## src/rtl/reg_file_dumper.sv

```systemverilog
// Walks register numbers 0..NUM_REGS-1 through a combinational register-file read port
// and presents each (number, value) pair on a valid/ready output stream.
module reg_file_dumper #(
  parameter int unsigned NUM_REGS = 32
) (
  input  logic        clk,
  input  logic        rst_n,
  input  logic        start,
  input  logic        abort,
  output logic [4:0]  rdNum,
  input  logic [31:0] rdData,
  output logic        outValid,
  input  logic        outReady,
  output logic [4:0]  outNum,
  output logic [31:0] outData,
  output logic        busy,
  output logic        done
);

  typedef enum logic [1:0] {IDLE, READ, SEND, DONE} state_e;

  localparam logic [4:0] LAST_IDX = 5'(NUM_REGS - 1);

  state_e      state_q, state_d;
  logic [4:0]  idx_q, idx_d;
  logic [4:0]  num_q, num_d;
  logic [31:0] data_q, data_d;

  always_comb begin
    state_d = state_q;
    idx_d   = idx_q;
    num_d   = num_q;
    data_d  = data_q;
    // idx returns to 0 on every path into IDLE so rdNum reads 0 while idle
    if (abort && state_q != IDLE) begin
      state_d = IDLE;
      idx_d   = '0;
    end else begin
      unique case (state_q)
        IDLE: begin
          if (start && !abort) begin
            state_d = READ;
            idx_d   = '0;
          end
        end
        READ: begin
          num_d   = idx_q;
          data_d  = (idx_q == '0) ? '0 : rdData;
          state_d = SEND;
        end
        SEND: begin
          if (outReady) begin
            if (idx_q == LAST_IDX) begin
              state_d = DONE;
            end else begin
              idx_d   = idx_q + 5'd1;
              state_d = READ;
            end
          end
        end
        DONE: begin
          state_d = IDLE;
          idx_d   = '0;
        end
        default: begin
          state_d = IDLE;
          idx_d   = '0;
        end
      endcase
    end
  end

  always_ff @(posedge clk or negedge rst_n) begin
    if (!rst_n) begin
      state_q <= IDLE;
      idx_q   <= '0;
      num_q   <= '0;
      data_q  <= '0;
    end else begin
      state_q <= state_d;
      idx_q   <= idx_d;
      num_q   <= num_d;
      data_q  <= data_d;
    end
  end

  // Status outputs decode the state register only, so none depend on outReady
  assign rdNum    = idx_q;
  assign outNum   = num_q;
  assign outData  = data_q;
  assign outValid = (state_q == SEND);
  assign busy     = (state_q != IDLE);
  assign done     = (state_q == DONE);

endmodule

```

## config.mk

```make
export PLATFORM = sky130hd
export DESIGN_NAME = reg_file_dumper
export DESIGN_NICKNAME = d
export VERILOG_FILES = /design/src/rtl/reg_file_dumper.sv
export SDC_FILE = /design/constraint.sdc
export NUM_CORES = 1
export LEC_CHECK = 0
export CORE_MARGIN = 2
export CORE_UTILIZATION = 37
export DETAILED_ROUTE_END_ITERATION = 7
export PLACE_DENSITY = 0.76
export SYNTH_ARGS = -nofsm -noshare
export SYNTH_HDL_FRONTEND = slang
export SYNTH_SLANG_ARGS = --single-unit
```

## constraint.sdc

```tcl
create_clock -name clk -period 1.8 [get_ports clk]
set_input_delay 0.45 -clock clk [delete_from_list [all_inputs] [get_ports clk]]
set_output_delay 0.45 -clock clk [all_outputs]
set_load 0.03 [all_outputs]
```

# Word-level counts from Yosys, hierarchy flattened
# Cells that the tools add are included.
[op_classes]
n_addsub = 1
mul = 0
n_div = 0
n_lt_le_gt_ge = 0
n_eq_ne = 7
shifts = 0
mux = 11
bitwise = 1
reduce_logical = 10
[op_table]
columns = ["cell", "count"]
rows = [
  ["$mux W32", 1],
  ["$mux W5", 4],
  ["$pmux W5 S3", 1],
  ["$mux W2", 4],
  ["$pmux W2 S4", 1],
  ["$ne A3 B3 Y1 const B", 2],
  ["$add A5 B1 Y5 const B", 1],
  ["$eq A5 B5 Y1 const B", 1],
  ["$logic_not A5 Y1", 1],
  ["$eq A2 B2 Y1 const B", 2],
  ["$reduce_and A2 Y1", 2],
  ["$reduce_and A4 Y1", 1],
  ["$reduce_bool A4 Y1", 1],
  ["$ne A3 B1 Y1 const B", 1],
  ["$eq A2 B1 Y1 const B", 1],
  ["$logic_and A1 B1 Y1", 2],
  ["$logic_not A2 Y1", 1],
  ["$reduce_bool A2 Y1", 1],
  ["$logic_not A1 Y1", 1],
  ["$not A1 Y1", 1],
]
[word_totals]
ff_bits = 44
latchBits = 0
mem_bits_rw = 0
mem_bits_ro = 0
in_bits = 37
out_inout_bits = 45
wordCells = 34
n_memories = 0

# Logic depth before layout (Yosys ltp)
[depth]
word_depth = 5
mapped_depth = 7
depth_no_buf = 7

# Worst setup path before layout
# Ideal clock, no wire load.
[synth_path]
path_kind = "reg-to-reg"
start = "reg idx_q[0] (netlist: rdNum[0])"
end = "reg idx_q[3] (netlist: rdNum[3])"
setup_ns = 0.121
t_arrival_ns = 1.802
t_required_ns = 1.679
setup_slack_ns = -0.123
stages_incl_launch_ff = 8
n_path_buf = 0
period_less_slack_ns = 1.923
path_cell_list = "dfrtp_1 -> ha_1 -> and3_1 -> ha_1 -> nor2b_1 -> nor3_1 -> or2_1 -> a22o_1"
[synth_between]
elab_chain_cells = 5
elab_cells_between_ends = 8
cone_classes = "1 x add/sub; 2 x eq/ne; 4 x mux; 1 x reduce/logical"
[synth_lines]
columns = ["item", "line", "rtl"]
rows = [
  ["from (decl)", "25", "logic [4:0] idx_q, idx_d;"],
  ["from (signal assigned)", "81", "idx_q <= idx_d;"],
  ["$add A5 B1 Y5", "56", "idx_d = idx_q + 5'd1;"],
  ["$mux W5", "53", "if (idx_q == LAST_IDX) begin"],
  ["$mux W5", "52", "if (outReady) begin"],
  ["$pmux W5 S3", "39", "unique case (state_q)"],
  ["$mux W5", "35", "if (abort && state_q != IDLE) begin"],
]
# Several ways; a longest one is shown, not always the timed one. The select of a mux whose other input is x is not followed.
# A chain may end at the register's enable or synchronous reset.

# Worst setup path in the final report
[layout_path]
start = "reg data_q[13] (netlist: outData[13])"
end = "out outData[13]"
[layout_rtl]
columns = ["item", "line", "rtl"]
rows = [
  ["from (decl)", "27", "logic [31:0] data_q, data_d;"],
  ["from (signal assigned)", "83", "data_q <= data_d;"],
  ["to (decl)", "15", "output logic [31:0] outData,"],
]
# No word-level cell between the ends.

==> results_dict.tcl <==
set metrics [dict create \
    status "complete, no violations" \
    fin_area_um2 2960 \
    fin_nets 271 \
    wl_mm 4.60 \
    grt-ovfl-total 0 \
    grt_pass1_vias 1454 \
    ir_drop_v 0.000320 \
    max-slew-margin-rel_pct 68.7 \
    yosys.area.top_type_share_pct 62.2 \
    start_util_pct 38.0 \
    cp_data_required_time_ns 1.35 \
    cts.hold.buffers_added 0 \
    cpPeakStageDelay_ns 0.67 \
    cts_tree "built" \
    seq_power_share_pct 46.8 \
    place.gp.congestion 0.891 \
    dp_cells 277 \
    tightest_slew_ns 0.469 \
    p_switching_mw 0.567 \
    synth_cells 132 \
    crit_family "buffers and inverters" \
    preCtsSetupSlack_ns -0.216 \
    fin_cells 286 \
    rsz0062_at_grt "false" \
    grt_start_max_net_pins 28 \
    syn_nets 172 \
    drt-pass1-iter-count 4 \
    finalSetupViolations 0 \
    synthDistinctLibCells 30 \
    synthMostInstantiatedCell "dfrtp_1" \
    fin_crit_sh_pct 97.9 \
    comb_power_share_pct 19.0 \
    ioPinCount 82 \
    cts_max_path_buffers 2 \
    post_drt_via_cell_ratio 5.11 \
    cts_sinks 44 \
    row_count 25 \
    ys.flop_type "dfrtp_1" \
    grt_antenna_before_repair 0 \
    synth-seq-area-share_pct 62.2 \
    coreArea_um2 4660 \
    num_vias 1461 \
    holdWs_ns 0.100 \
    diodes 0 \
    clk_pin_slew_worst_paths_ns 0.08 \
    finalWorstSetupSlack_ns 0.0379 \
    ys_warn_count 0 \
    numCtsBuffers 5 \
    hold_class "primary input to async pin" \
    slew_violations 0 \
    crit_type "flop to output pin" \
    die_w_um 73.2 \
    drive_gt1_share_pct 19.4 \
    synth-seq-cells 44 \
    startpoint_type "flop" \
    yosys-top-cells-area "dfrtp_1 62%, a22o_1 16%, o21ai_0 2.3%" \
    syn_area_per_cell_um2 13.4 \
    antenna_left 0 \
    powerDensity_nw_per_um2 768 \
    area_growth_pct 67.1 \
    grt_use_total_pct 16.6 \
    htree_levels 2 \
    drc 0 \
    cellInternalPower_mw 1.71 \
    synth-edff-count 0 \
    cp.buffers_inverters 1 \
    fin_setup_tns_ns 0 \
    ys_async_sr_fraction_pct 100 \
    chipHeight_um 73.2 \
    cp.arrival_ns 1.31 \
    dp_hpwl_mm 3.23 \
    final-hold-violation-count 0 \
    period_minus_slack_ns 1.76 \
    maxCapViolations 0 \
    clkPwrFrac_pct 34.3 \
    path_cells "clkdlybuf4s50_1" \
    placed_cell_area_um2 2770 \
    drtIter0Drc 84 \
    synth.top_cells.by_count "44 x dfrtp_1, 33 x a22o_1, 8 x o21ai_0" \
    swShare_pct 24.9 \
    max_freq_mhz 568 \
    dieArea_um2 5350 \
    cp-end-kind "output pin" \
    grt_first_pass_wirelength_mm 6.85 \
    p_leak_nw 1.82 \
    synth_area_leader_cell "dfrtp_1" \
    synth_area_um2 1770 \
    crit_path_max_fanout 2 \
    port_buffers 81 \
    critPathSlowestCell "clkdlybuf4s50_1" \
    clock_skew_ns 0.00593 \
    clock-root-buffer "clkbuf_8" \
    routedWlPerCell_um 16.1 \
    clock_latency_ns 0.29 \
]
==> metrics by stage <==
step / util, % / power (mW)
floorplan: - / 1.27
global placement: 59.3 / 1.52
detailed placement: 59.3 / 1.52
CTS: 61.6 / 2.30
global route: 63.5 / 2.37
finish: 63.5 / 2.27
==> area by class of cell <==
cell class / instances / area [µm²]
inverter: 3 / 11.3
clock inverter: 2 / 38.8
multi-input combinational: 77 / 636
clock buffer: 6 / 82.6
timing repair buffer: 100 / 1020
tap: 54 / 67.6
sequential: 44 / 1100
fill: 369 / 1700
==> power by group through the flow <==
stage | combinational [mW] | clock (mW) | sequential [mW]
floorplan | 0.0964 | 0 | 1.18
global placement | 0.433 | 0 | 1.08
detailed placement | 0.438 | 0 | 1.08
CTS | 0.434 | 0.805 | 1.06
global route | 0.459 | 0.838 | 1.07
finish | 0.431 | 0.779 | 1.06
==> worst paths after layout <==
path | startpoint | slack [ns] | to | cells after the start
max in group asynchronous | rst_n | 1.20 | rdNum[1] | 2
max | outData[13] | 0.04 | outData[13] | 1
min in group clk | state_q[0] | 0.49 | state_q[0] | 1
min | rst_n | 0.10 | outData[28] | 1
max reg2reg | rdNum[0] | 0.08 | outData[26] | 8
min reg2reg | state_q[0] | 0.49 | state_q[0] | 1
==> what timing repair did <==
| item | in CTS | in global routing |
|---|---|---|
| resized for setup | 18 | 36 |
| setup buffers | 0 | 1 |
| endpoints found under the setup margin | 16 | 31 |
| endpoints found under the hold margin | 0 | 0 |
==> registers in the layout, indices dropped and copies added, names as in the netlist <==
signal	flops
rdNum	5
outData	32
state_q	2
outNum	5
==> layer usage <==
| metal | up-vias | routed length (µm) | track usage (%) | part of all wire, % |
|---|---|---|---|---|
| met1 | 704 | 2120 | 21.6 | 46 |
| met3 | 6 | 327 | 4.56 | 7.1 |
| met4 | 0 | 40 | 4.32 | 0.87 |
| met2 | 64 | 2110 | 27.3 | 46 |
| met5 | - | 0 | 0 | 0 |
| li1 | 687 | - | - | - |
==> logic make-up (layout without fill, tap and decap cells) <==
group / count (synthesis) / in the layout / synth area share (%)
buf+inv: 11 / 111 / 4.38
simple gates: 25 / 25 / 8.41
flops: 44 / 44 / 62.2
compound gates: 45 / 45 / 20.4
fa+ha+maj: 3 / 3 / 2.12
mux: 4 / 4 / 2.47
==> cell usage in the layout (no fill, tap or decap), types with 2 or more instances in the layout <==
master | synthesis | routed
dfrtp_1 | 44 | 42
clkdlybuf4s50_1 | 0 | 41
a22o_1 | 33 | 33
dlymetal6s2s_1 | 0 | 24
buf_4 | 3 | 16
dlygate4sd2_1 | 0 | 13
o21ai_0 | 8 | 6
clkbuf_8 | 0 | 6
nand2_1 | 5 | 5
inv_1 | 3 | 3
mux2_2 | 3 | 3
buf_12 | 0 | 3
nand2b_1 | 2 | 2
nor2b_1 | 3 | 2
nor2_1 | 2 | 2
o21ai_1 | 0 | 2
buf_2 | 2 | 2
dfrtp_2 | 0 | 2
Power figures use the tool's default switching activity.
